File: src/rtl/react_timer.sv
// react_timer: reaction-time meter core feeding a 4-digit 7-segment driver.
// After a start press it waits MIN_DELAY_MS + lfsr[10:0] ms, lights the
// stimulus LED, then counts elapsed ms in BCD until the react press.
// Optional macro DEBOUNCE_EN inserts a DEB_MS counter filter on both buttons.
module react_timer #(
  parameter int CLK_HZ       = 100_000_000,
  parameter int TICK_DIV     = CLK_HZ / 1000,
  parameter int MIN_DELAY_MS = 1000,
  parameter int DEB_MS       = 10
) (
  input  logic        clk,
  input  logic        rst,
  input  logic        btn_start,
  input  logic        btn_react,
  output logic        led,
  output logic [15:0] dat,
  output logic        busy,
  output logic        err_fs,
  output logic        err_to
);

  localparam int TW = (TICK_DIV > 1) ? $clog2(TICK_DIV) : 1;
  localparam int DW = $clog2(MIN_DELAY_MS + 2049);
  localparam logic [TW-1:0] TICK_LAST  = TW'(TICK_DIV - 1);
  localparam logic [DW-1:0] DELAY_BASE = DW'(MIN_DELAY_MS);

  typedef enum logic [1:0] {S_IDLE = 2'd0, S_WAIT = 2'd1, S_RUN = 2'd2} state_t;

  // BCD increment: each digit wraps 9 -> 0 and carries into the next
  function automatic logic [15:0] bcd_inc(input logic [15:0] v);
    logic [15:0] r;
    logic        c;
    r = v;
    c = 1'b1;
    for (int i = 0; i < 4; i++) begin
      if (c) begin
        if (r[i*4 +: 4] == 4'd9) begin
          r[i*4 +: 4] = 4'd0;
          c = 1'b1;
        end else begin
          r[i*4 +: 4] = r[i*4 +: 4] + 4'd1;
          c = 1'b0;
        end
      end else begin
        c = 1'b0;
      end
    end
    return r;
  endfunction

  logic [1:0]    r_st_sync, r_rc_sync;
  logic          w_st_lvl, w_rc_lvl;
  logic          r_st_dly, r_rc_dly;
  logic          r_st_press, r_rc_press;
  logic [15:0]   r_lfsr;
  logic [TW-1:0] r_tick_cnt;
  logic          w_tick;
  logic [DW-1:0] r_delay;
  state_t        r_state;
  logic          r_led, r_busy, r_err_fs, r_err_to;
  logic [15:0]   r_dat;

  // two-flop synchronisers for the asynchronous buttons
  always_ff @(posedge clk) begin
    if (rst) begin
      r_st_sync <= 2'b00;
      r_rc_sync <= 2'b00;
    end else begin
      r_st_sync <= {r_st_sync[0], btn_start};
      r_rc_sync <= {r_rc_sync[0], btn_react};
    end
  end

`ifdef DEBOUNCE_EN
  localparam int DBW = (DEB_MS > 1) ? $clog2(DEB_MS) : 1;
  localparam logic [DBW-1:0] DEB_LAST = DBW'(DEB_MS - 1);

  logic [TW-1:0]  r_ms_cnt;
  logic           w_ms_tick;
  logic           r_st_filt, r_rc_filt;
  logic [DBW-1:0] r_st_deb, r_rc_deb;

  assign w_ms_tick = (r_ms_cnt == TICK_LAST);

  // free-running ms prescaler pacing the debounce filters
  always_ff @(posedge clk) begin
    if (rst) begin
      r_ms_cnt <= '0;
    end else begin
      r_ms_cnt <= w_ms_tick ? '0 : r_ms_cnt + TW'(1);
    end
  end

  // filtered level follows raw level only after DEB_MS consecutive differing ticks
  always_ff @(posedge clk) begin
    if (rst) begin
      r_st_filt <= 1'b0;
      r_rc_filt <= 1'b0;
      r_st_deb  <= '0;
      r_rc_deb  <= '0;
    end else begin
      if (r_st_sync[1] == r_st_filt) begin
        r_st_deb <= '0;
      end else if (w_ms_tick) begin
        if (r_st_deb == DEB_LAST) begin
          r_st_filt <= r_st_sync[1];
          r_st_deb  <= '0;
        end else begin
          r_st_deb <= r_st_deb + DBW'(1);
        end
      end
      if (r_rc_sync[1] == r_rc_filt) begin
        r_rc_deb <= '0;
      end else if (w_ms_tick) begin
        if (r_rc_deb == DEB_LAST) begin
          r_rc_filt <= r_rc_sync[1];
          r_rc_deb  <= '0;
        end else begin
          r_rc_deb <= r_rc_deb + DBW'(1);
        end
      end
    end
  end

  assign w_st_lvl = r_st_filt;
  assign w_rc_lvl = r_rc_filt;
`else
  assign w_st_lvl = r_st_sync[1];
  assign w_rc_lvl = r_rc_sync[1];

  // DEB_MS only shapes the filtered build; keep a zero-length setting out of it
  if (DEB_MS < 1) begin : g_deb_ms_unused
  end
`endif

  // rising-edge detect: one-cycle registered press pulse per button
  always_ff @(posedge clk) begin
    if (rst) begin
      r_st_dly   <= 1'b0;
      r_rc_dly   <= 1'b0;
      r_st_press <= 1'b0;
      r_rc_press <= 1'b0;
    end else begin
      r_st_dly   <= w_st_lvl;
      r_rc_dly   <= w_rc_lvl;
      r_st_press <= w_st_lvl & ~r_st_dly;
      r_rc_press <= w_rc_lvl & ~r_rc_dly;
    end
  end

  // 16-bit Fibonacci LFSR (taps 16,14,13,11), advances every clock
  always_ff @(posedge clk) begin
    if (rst) begin
      r_lfsr <= 16'hACE1;
    end else begin
      r_lfsr <= {r_lfsr[14:0], r_lfsr[15] ^ r_lfsr[13] ^ r_lfsr[12] ^ r_lfsr[10]};
    end
  end

  assign w_tick = (r_tick_cnt == TICK_LAST);

  // main FSM with ms tick counter (restarted on every state entry)
  always_ff @(posedge clk) begin
    if (rst) begin
      r_state    <= S_IDLE;
      r_tick_cnt <= '0;
      r_delay    <= '0;
      r_dat      <= 16'h0000;
      r_led      <= 1'b0;
      r_busy     <= 1'b0;
      r_err_fs   <= 1'b0;
      r_err_to   <= 1'b0;
    end else begin
      r_tick_cnt <= w_tick ? '0 : r_tick_cnt + TW'(1);
      if (r_st_press) begin
        // start (or re-arm) has priority over everything else
        r_state    <= S_WAIT;
        r_tick_cnt <= '0;
        r_delay    <= DELAY_BASE + DW'(r_lfsr[10:0]);
        r_err_fs   <= 1'b0;
        r_err_to   <= 1'b0;
        r_led      <= 1'b0;
        r_busy     <= 1'b1;
        if (r_state != S_IDLE) begin
          r_dat <= 16'h0000;
        end
      end else begin
        case (r_state)
          S_IDLE: begin
            r_led  <= 1'b0;
            r_busy <= 1'b0;
          end
          S_WAIT: begin
            if (r_rc_press) begin
              r_state    <= S_IDLE;
              r_tick_cnt <= '0;
              r_dat      <= 16'hEEEE;
              r_err_fs   <= 1'b1;
              r_busy     <= 1'b0;
            end else if (w_tick) begin
              r_delay <= r_delay - DW'(1);
              if (r_delay == DW'(1)) begin
                r_state    <= S_RUN;
                r_tick_cnt <= '0;
                r_dat      <= 16'h0000;
                r_led      <= 1'b1;
              end
            end
          end
          S_RUN: begin
            if (r_rc_press) begin
              // freeze the pre-tick value even if a tick lands this cycle
              r_state    <= S_IDLE;
              r_tick_cnt <= '0;
              r_led      <= 1'b0;
              r_busy     <= 1'b0;
            end else if (w_tick) begin
              if (r_dat == 16'h9999) begin
                r_state    <= S_IDLE;
                r_tick_cnt <= '0;
                r_err_to   <= 1'b1;
                r_led      <= 1'b0;
                r_busy     <= 1'b0;
              end else begin
                r_dat <= bcd_inc(r_dat);
              end
            end
          end
          default: begin
            r_state <= S_IDLE;
            r_led   <= 1'b0;
            r_busy  <= 1'b0;
          end
        endcase
      end
    end
  end

  assign led    = r_led;
  assign dat    = r_dat;
  assign busy   = r_busy;
  assign err_fs = r_err_fs;
  assign err_to = r_err_to;

endmodule

File: config.mk
export PLATFORM = sky130hd
export DESIGN_NAME = react_timer
export DESIGN_NICKNAME = d
export VERILOG_FILES = /design/src/rtl/react_timer.sv
export SDC_FILE = /design/constraint.sdc
export NUM_CORES = 1
export LEC_CHECK = 0
export BUFFER_PORTS_ARGS = -buffer_cell sky130_fd_sc_hd__buf_2
export CAP_MARGIN = 15
export CORE_ASPECT_RATIO = 0.6
export CORE_UTILIZATION = 60
export DETAILED_ROUTE_END_ITERATION = 16
export PLACE_DENSITY = 0.79
export SYNTH_ARGS = -nofsm -noshare
export SYNTH_HDL_FRONTEND = slang
export SYNTH_SLANG_ARGS = --single-unit
File: constraint.sdc
create_clock -name clk -period 2.6 [get_ports clk]
set_clock_uncertainty 0.1 [all_clocks]
set_input_delay 0.52 -clock clk [delete_from_list [all_inputs] [get_ports clk]]
set_output_delay 0.52 -clock clk [all_outputs]
set_load 0.01 [all_outputs]
# Word level (Yosys, flattened, before mapping)

Cells that the tools add are included.

$add $sub $neg: 7
Multipliers: 0
Div/mod/pow operators: 0
$lt $le $gt $ge: 0
Equality and inequality tests: 30
Shift-type cells: 0
Mux-type cells: 69
Bitwise gates (word level): 9
Reductions and logical operators: 17

Operators by type and width:

| kind                                                | count |
|---|---|
| two-way mux 16 bit                                  | 8 |
| two-way mux 17 bit                                  | 7 |
| two-way mux 12 bit                                  | 4 |
| case mux 17 bit (2 select lines)                    | 1 |
| != test 3 bit (second input constant)               | 11 |
| two-way mux 1 bit                                   | 32 |
| case mux 16 bit (2 select lines)                    | 1 |
| two-way mux 4 bit                                   | 7 |
| AND reduction 8 bit                                 | 3 |
| adder 17 x 1 -> 17 bit (second input constant)      | 1 |
| == test 17 bit (second input constant)              | 1 |
| adder 4 x 1 -> 4 bit (second input constant)        | 4 |
| == test 16 bit (second input constant)              | 1 |
| == test 4 bit (second input constant)               | 4 |
| != test 4 bit (second input constant)               | 4 |
| AND reduction 5 bit                                 | 3 |
| adder 10 x 11 -> 12 bit (first input constant)      | 1 |
| == test 12 x 1 -> 1 bit (second input constant)     | 1 |
| two-way mux 2 bit                                   | 6 |
| subtractor 12 x 1 -> 12 bit (second input constant) | 1 |
| != test 2 bit (second input constant)               | 5 |
| AND reduction 7 bit                                 | 1 |
| case mux 2 bit (3 select lines)                     | 1 |
| AND reduction 3 bit                                 | 2 |
| 13 further kinds                                    | 22 |

Flip-flop bits (word level): 75
Bits in latches: 0
Memory bits (writable): 0
Bits in read-only memories: 0
Bits of input ports: 4
Output and inout bits: 20
Memories: 0

# Depth between registers and ports, before layout

Gate-level depths: netlist of the first run.

Depth in word-level cells: 28
Depth in mapped cells: 8
Mapped depth without buffers: 7

# Worst setup path after synthesis of the first run

OpenSTA, ideal clock, no wires.

Path kind: reg2reg
From: reg r_dat[0] (netlist: dat[0])
To: reg r_dat[11] (netlist: dat[11])
Setup time: 0.121 ns
Arrival: 1.958 ns
Required time: 2.379 ns
Setup slack: 0.421 ns
Stages on the path, launching flop included: 8
Buffers on the path: 1
Clock period less this slack: 2.179 ns
Cell sequence: dfxtp_1 -> ha_1 -> and3b_1 -> clkbuf_1 -> nand4_1 -> a21oi_1 -> a211o_4 -> mux2_4

Cells in the longest elaborated chain, start to end: 17

Ends and longest elaborated chain:

| what                                   | line | RTL |
|---|---|---|
| from (decl)                            | 61   | `logic [15:0] r_dat;` |
| from (signal assigned)                 | 225  | `r_dat <= bcd_inc(r_dat);` |
| == test 4 bit                          | 37   | `if (r[i*4 +: 4] == 4'd9) begin` |
| two-way mux 1 bit                      | 37   |  |
| two-way mux 1 bit                      | 218  | `if (r_dat == 16'h9999) begin` |
| two-way mux 1 bit                      | 217  | `end else if (w_tick) begin` |
| two-way mux 1 bit                      | 211  | `if (r_rc_press) begin` |
| two-way mux 1 bit                      | 188  | `case (r_state)` |
| two-way mux 1 bit                      | 175  | `if (r_st_press) begin` |
| two-way mux 1 bit                      | 164  | `if (rst) begin` |
| two-way mux 1 bit                      | 36   | `if (c) begin` |
| two-way mux 1 bit                      | 218  |  |
| two-way mux 1 bit                      | 217  |  |
| two-way mux 1 bit                      | 211  |  |
| two-way mux 1 bit                      | 188  |  |
| two-way mux 1 bit                      | 175  |  |
| two-way mux 1 bit                      | 164  |  |
| != test 3 bit (no source line)         | -    |  |
| AND reduction 8 bit (no source line) * | -    |  |

Mark *: on every way between the ends. The rest lies on a longest branch, timed or not. The select of a mux whose other input is x is not followed.
A chain may end at the register's enable or synchronous reset.

# Final worst setup path of the first run

From: reg r_dat[4] (netlist: dat[4])
To: reg r_dat[11] (netlist: dat[11])

Cells in the longest elaborated chain, start to end: 11

Ends and longest elaborated chain:

| what                                   | line |
|---|---|
| == test 4 bit                          | 37 |
| two-way mux 1 bit                      | 37 |
| two-way mux 1 bit                      | 36 |
| two-way mux 1 bit                      | 218 |
| two-way mux 1 bit                      | 217 |
| two-way mux 1 bit                      | 211 |
| two-way mux 1 bit                      | 188 |
| two-way mux 1 bit                      | 175 |
| two-way mux 1 bit                      | 164 |
| != test 3 bit (no source line)         | - |
| AND reduction 8 bit (no source line) * | - |

Marks and branches as above.

==> out/summary.txt, run 1 <==
Gr usage total -> 0.284
Worst slack on hold paths -> 0.274 ns
Classification of the worst setup path -> register to register
Starting density of the core -> 0.642
Synthesized cell area -> 0.00369 mm2
Number of antenna-violating nets in the routed design -> 0
Highest fanout seen on the critical path -> 7
Outcome -> completed
Setup slack of the most critical reg-to-reg path -> 0.19 ns
# Post-CTS Setup Buffers -> 0
Wire length of the first global-routing pass -> 14100 um
Total length of routed wires -> 8140 um
Antenna diodes -> 0
PortBufs -> 23
Routability-driven placement congestion ratio -> 0.874
Final max-slew violation count -> 0
Clock-pin transition on the worst setup and hold timing paths -> 0.09 ns
Worst Path Arrival -> 2.56 ns
Die H -> 62.8 um
Ranking of synthesized cells by area -> sky130_fd_sc_hd__dfxtp_1 (41%), sky130_fd_sc_hd__ha_1 (5.1%), sky130_fd_sc_hd__xnor2_1 (4.3%)
Num rows -> 21
Worst slew margin relative to its limit -> 0.548
Final period demand of the worst path -> 2.41 ns
Number of iterations in the first detailed-routing pass -> 4
Number of sinks on the clock net -> 75
Final-report hold violation count -> 0
Clock Tree Root -> sky130_fd_sc_hd__clkbuf_8
Wire per inst -> 15.2 um
Gate Count Post-Synth -> 425
Period utilisation layout -> 0.926
Number of placed I/O pins -> 24
Post-synth net total -> 444
Via-per-instance ratio -> 5.81
Number of gates given a new drive strength after cts -> 0
Die X -> 103 um
Fin Setup TNS -> 0 ns
Worst Setup Slack, final -> 0.192 ns
Via count of the first global-routing pass -> 2912
Transition at the pin with the smallest max-transition slack -> 0.671 ns
Highest achievable clock rate -> 415 MHz
Vias -> 3116
Setup repair after global routing missed its margin -> false
Portion of synthesized cell area occupied by the leading cell type -> 0.406
Number of violations reported at the end of detailed-routing iteration 0 -> 267
H-tree levels -> 3
Post-synthesis async set-or-reset flop share -> 0
Half-perimeter wire length after placement -> 5820 um
Total gr overflow -> 0
Most area-hungry cell type in the Yosys netlist -> sky130_fd_sc_hd__dfxtp_1
Commonest non-fill, non-tap cell in the layout -> sky130_fd_sc_hd__dfxtp_1
Net count reported at finish -> 470
Mean instance size in the synthesized netlist -> 8.69 um2
CTS tree -> built
Leak pwr -> 1.57 nW
Total die area -> 0.00649 mm2
Count of flip-flops with a built-in enable after synthesis -> 0
Post-synthesis sequential area ratio -> 0.406
Post-synth top flop -> sky130_fd_sc_hd__dfxtp_1
Most frequent cells in the layout -> sky130_fd_sc_hd__dfxtp_1 (75), sky130_fd_sc_hd__nand2_1 (38), sky130_fd_sc_hd__nor2_1 (34), sky130_fd_sc_hd__nor2b_1 (24), sky130_fd_sc_hd__buf_2 (23)
Number of flip-flops and latches in the synthesized netlist -> 75
Remaining DRCs -> 0
Latest clock arrival within the worst-skew pair -> 0.35 ns
Largest voltage drop on the vdd net -> 476 uV
Pin count of the biggest net entering global routing -> 31
Distinct cell type count of the synthesized netlist -> 55
TritonCTS buffer count -> 9
Number of warnings printed during yosys synthesis -> 0
Floorplan Core Area -> 0.00575 mm2
Power per standard cell area -> 547 mW/mm2
Number of failing setup endpoints in the final timing report -> 0
Min-delay worst type -> input port to register
Setup WS pre-CTS -> 0.301 ns
Hold Buf Count CTS -> 0
Share of cells above drive strength 1 -> 0.140
Crit path required time -> 2.75 ns
Kind of end point of the critical path -> register
Filler cell count -> 472
Max-cap violations -> 0
Initial antenna violation count -> 0
Buffer depth of the longest clock path -> 2
Critical path launch point type -> register
Area added between synthesis and finish -> 11.6%
==> worst max-delay path, cell delays in order, from the launching register on <==
cell	delay, ns
sky130_fd_sc_hd__dfxtp_1	0.45
sky130_fd_sc_hd__ha_1	0.23
sky130_fd_sc_hd__and3b_1	0.34
sky130_fd_sc_hd__nand4_1	0.20
sky130_fd_sc_hd__a21oi_1	0.48
sky130_fd_sc_hd__a211o_4	0.20
sky130_fd_sc_hd__mux2_4	0.29
==> final timing paths <==
kind | cells past startpoint | end | from
max | 6 | dat[11]$_SDFFE_PP0P_ | dat[4]$_SDFFE_PP0P_
max reg2reg | 6 | dat[11]$_SDFFE_PP0P_ | dat[4]$_SDFFE_PP0P_
min reg2reg | 1 | r_st_press$_SDFF_PP0_ | r_st_dly$_SDFF_PP0_
min | 2 | r_rc_sync[0]$_SDFF_PP0_ | btn_react
==> sequential cells by signal (all words and copies together), names as in the netlist, 2 cells and up <==
register	flops
r_tick_cnt	17
r_rc_sync	2
r_st_sync	2
r_lfsr	16
r_delay	12
r_state	2
dat	16
==> kinds of logic after synthesis <==
group	Yosys count	share of synthesized area
compound gates	76	0.134
fa+ha+maj	15	0.0508
simple gates	177	0.259
xor+xnor	34	0.0806
mux	11	0.0315
buf+inv	37	0.0376
flops	75	0.406
==> cells in the mapped netlist (all sizes together), types with 3 or more instances <==
library cell,instances
nor4,12
xnor2,18
mux2i,9
a211o,3
nand2b,6
nand2,38
dfxtp,75
clkbuf,19
xor2,16
and3b,4
and3,4
a21oi,19
ha,15
nor2,34
nand3,15
a31oi,3
nor2b,24
and4,3
inv,17
nor3,8
a211oi,8
nand4,10
o211ai,3
or2,7
o21ai,22
==> where the power goes <==
group	internal, mW	switching [mW]
clock network	0.447	0.464
registers	1.18	0.0291
logic	0.0593	0.0754
==> metal layers <==
metal	track usage	wire length, um	part of all wire
met1	0.426	4130	0.51
met2	0.391	3370	0.41
met3	0.0794	527	0.065
met4	0.0845	112	0.014
met5	0	0	0
==> per-stage QoR <==
step,utilization,instances,area (um2),total power [mW]
after floorplan,-,425,3690,1.33
after global placement,0.681,520,3920,1.37
after detailed placement,0.681,520,3920,1.37
after CTS,0.716,536,4120,2.27
after global routing,0.716,536,4120,2.35
final,0.716,536,4120,2.26
==> final cells by class <==
| type | instances | area, um2 | area share |
|---|---|---|---|
| multi-input cells | 313 | 2050 | 0.498 |
| inverters | 18 | 67.6 | 0.0164 |
| repair buffers | 34 | 198 | 0.0480 |
| well taps | 80 | 100 | 0.0243 |
| clock inverters | 7 | 77.6 | 0.0188 |
| flip-flops and latches | 75 | 1500 | 0.364 |
| clock buffers | 9 | 124 | 0.0300 |
Note: power is estimated with default switching activity, not from simulation.
==> inputs of run 2 (changes only) <==
--- a/config.mk
+++ b/config.mk
@@ -7,10 +7,12 @@
 export LEC_CHECK = 0
 export BUFFER_PORTS_ARGS = -buffer_cell sky130_fd_sc_hd__buf_2
 export CAP_MARGIN = 15
+export CELL_PAD_IN_SITES_DETAIL_PLACEMENT = 0
+export CELL_PAD_IN_SITES_GLOBAL_PLACEMENT = 1
 export CORE_ASPECT_RATIO = 0.6
-export CORE_UTILIZATION = 60
+export CORE_UTILIZATION = 46
 export DETAILED_ROUTE_END_ITERATION = 16
-export PLACE_DENSITY = 0.79
+export PLACE_DENSITY_LB_ADDON = 0.1
 export SYNTH_ARGS = -nofsm -noshare
 export SYNTH_HDL_FRONTEND = slang
 export SYNTH_SLANG_ARGS = --single-unit
==> out/summary.txt, run 2 (same netlist as run 1, synthesis figures left out) <==
Total die area -> 0.00841 mm2 (was 0.00649 mm2)
Register area -> 0.00150 mm2 (unchanged)
Worst slew margin relative to its limit -> 0.491 (was 0.548)
Share of cells above drive strength 1 -> 0.144 (was 0.140)
Area added between synthesis and finish -> 15.1% (was 11.6%)
Outcome -> completed (unchanged)
Number of placed I/O pins -> 24 (unchanged)
Highest achievable clock rate -> 432 MHz (was 415 MHz)
TritonCTS buffer count -> 9 (unchanged)
PortBufs -> 23 (unchanged)
Largest register FFs -> 17 (unchanged)
Starting density of the core -> 0.492 (was 0.642)
Floorplan Core Area -> 0.00751 mm2 (was 0.00575 mm2)
Min-delay worst type -> register to register (was input port to register)
Remaining DRCs -> 0 (unchanged)
Final max-slew violation count -> 0 (unchanged)
Gr usage total -> 0.214 (was 0.284)
Transition at the pin with the smallest max-transition slack -> 0.756 ns (was 0.671 ns)
Pin count of the biggest net entering global routing -> 30 (was 31)
Gate family responsible for the most delay along the worst path -> compound AO/OA/AOI/OAI gates (unchanged)
Filler cell count -> 695 (was 472)
Final-report hold violation count -> 0 (unchanged)
Most flop-heavy register -> r_tick_cnt (unchanged)
Latest clock arrival within the worst-skew pair -> 0.34 ns (was 0.35 ns)
Net count reported at finish -> 473 (was 470)
Leak pwr -> 1.64 nW (was 1.57 nW)
Clock-pin transition on the worst setup and hold timing paths -> 0.06 ns (was 0.09 ns)
Clock Tree Root -> sky130_fd_sc_hd__clkbuf_16 (was sky130_fd_sc_hd__clkbuf_8)
Highest cell delay on the worst timing path -> 0.45 ns (was 0.48 ns)
Number of sinks on the clock net -> 75 (unchanged)
Number of violations reported at the end of detailed-routing iteration 0 -> 255 (was 267)
Die X -> 118 um (was 103 um)
Worst Path Arrival -> 2.44 ns (was 2.56 ns)
Kind of end point of the critical path -> register (unchanged)
Number of gates given a new drive strength after cts -> 0 (unchanged)
Routability-driven placement congestion ratio -> 0.832 (was 0.874)
Period utilisation layout -> 0.891 (was 0.926)
Post-Route Utilization -> 0.567 (was 0.716)
Highest fanout seen on the critical path -> 7 (unchanged)
Cell-by-cell trace of the critical path -> ha_1 > and3b_1 > nand4_1 > a21oi_1 > a211o_4 > mux2_4 (unchanged)
Die H -> 71.4 um (was 62.8 um)
Area occupied by multi-input gates -> 0.00205 mm2 (unchanged)
Half-perimeter wire length after placement -> 6010 um (was 5820 um)
Number of failing setup endpoints in the final timing report -> 0 (unchanged)
Power per standard cell area -> 588 mW/mm2 (was 547 mW/mm2)
CTS tree -> built (unchanged)
Commonest non-fill, non-tap cell in the layout -> sky130_fd_sc_hd__dfxtp_1 (unchanged)
Most frequent cells in the layout -> sky130_fd_sc_hd__dfxtp_1 (75), sky130_fd_sc_hd__nand2_1 (38), sky130_fd_sc_hd__nor2_1 (34), sky130_fd_sc_hd__nor2b_1 (24), sky130_fd_sc_hd__buf_2 (23) (unchanged)
Setup repair after global routing missed its margin -> false (unchanged)
Vias -> 3007 (was 3116)
Buffer depth of the longest clock path -> 2 (unchanged)
Max-cap violations -> 0 (unchanged)
Critical path launch point type -> register (unchanged)
# Post-CTS Setup Buffers -> 0 (unchanged)
Classification of the worst setup path -> register to register (unchanged)
Initial antenna violation count -> 0 (unchanged)
Total length of routed wires -> 8360 um (was 8140 um)
Via-per-instance ratio -> 5.35 (was 5.81)
Via count of the first global-routing pass -> 2641 (was 2912)
Final period demand of the worst path -> 2.32 ns (was 2.41 ns)
H-tree levels -> 3 (unchanged)
Fin Setup TNS -> 0 ns (unchanged)
Wire length of the first global-routing pass -> 13800 um (was 14100 um)
Wire per inst -> 14.9 um (was 15.2 um)
Crit path required time -> 2.72 ns (was 2.75 ns)
Hold Buf Count CTS -> 0 (unchanged)
Number of iterations in the first detailed-routing pass -> 5 (was 4)
Largest voltage drop on the vdd net -> 371 uV (was 476 uV)
CP max stage cell -> sky130_fd_sc_hd__a21oi_1 (unchanged)
Number of buffer and inverter instances along the worst setup path -> 0 (unchanged)
Antenna diodes -> 0 (unchanged)
Number of antenna-violating nets in the routed design -> 0 (unchanged)
Num rows -> 24 (was 21)
Total gr overflow -> 0 (unchanged)
==> run 2: power breakdown <==
group / total [mW] / internal (mW) / leakage, nW / switching (mW)
registers: 1.21 / 1.18 / 0.611 / 0.0279
clock network: 1.15 / 0.690 / 0.137 / 0.462
logic: 0.139 / 0.0604 / 0.891 / 0.0785
total: 2.50 / 1.93 / 1.64 / 0.569
==> run 2: metal layers <==
metal  wire length (um)  vias to the layer above  global-route usage  part of all wire
met4                 72                        0              0.0598            0.0086
met5                  0                        -                   0                 0
met1               4700                     1362               0.337              0.56
met2               3050                       86               0.265              0.36
li1                   -                     1552                   -                 -
met3                543                        7              0.0701             0.065
==> run 2: layout make-up <==
cell class,instances,share of cell area
Multi-Input combinational cell,313,0.483
Sequential cell,75,0.353
Clock buffer,11,0.0594
Timing Repair Buffer,37,0.0518
Tap cell,104,0.0306
Inverter,18,0.0159
Clock inverter,4,0.00618
==> run 2: final timing paths <==
path	depth (start not counted)	slack (ns)	to	start
max	6	0.28	dat[11]$_SDFFE_PP0P_	dat[4]$_SDFFE_PP0P_
min reg2reg	1	0.28	r_rc_press$_SDFF_PP0_	r_rc_dly$_SDFF_PP0_
min	1	0.28	r_rc_press$_SDFF_PP0_	r_rc_dly$_SDFF_PP0_
max reg2reg	6	0.28	dat[11]$_SDFFE_PP0P_	dat[4]$_SDFFE_PP0P_
==> run 2: metrics by stage <==
stage	hold WS [ns]	setup slack [ns]	power, mW	instance area [um2]	cells
final	0.284	0.283	2.50	4250	562
after floorplan	0.267	0.421	1.33	3690	425
after detailed placement	0.278	0.315	1.37	3970	547
after CTS	0.283	0.307	2.53	4250	562
after global routing	0.303	0.110	2.60	4250	562
after global placement	0.271	0.313	1.37	3970	547
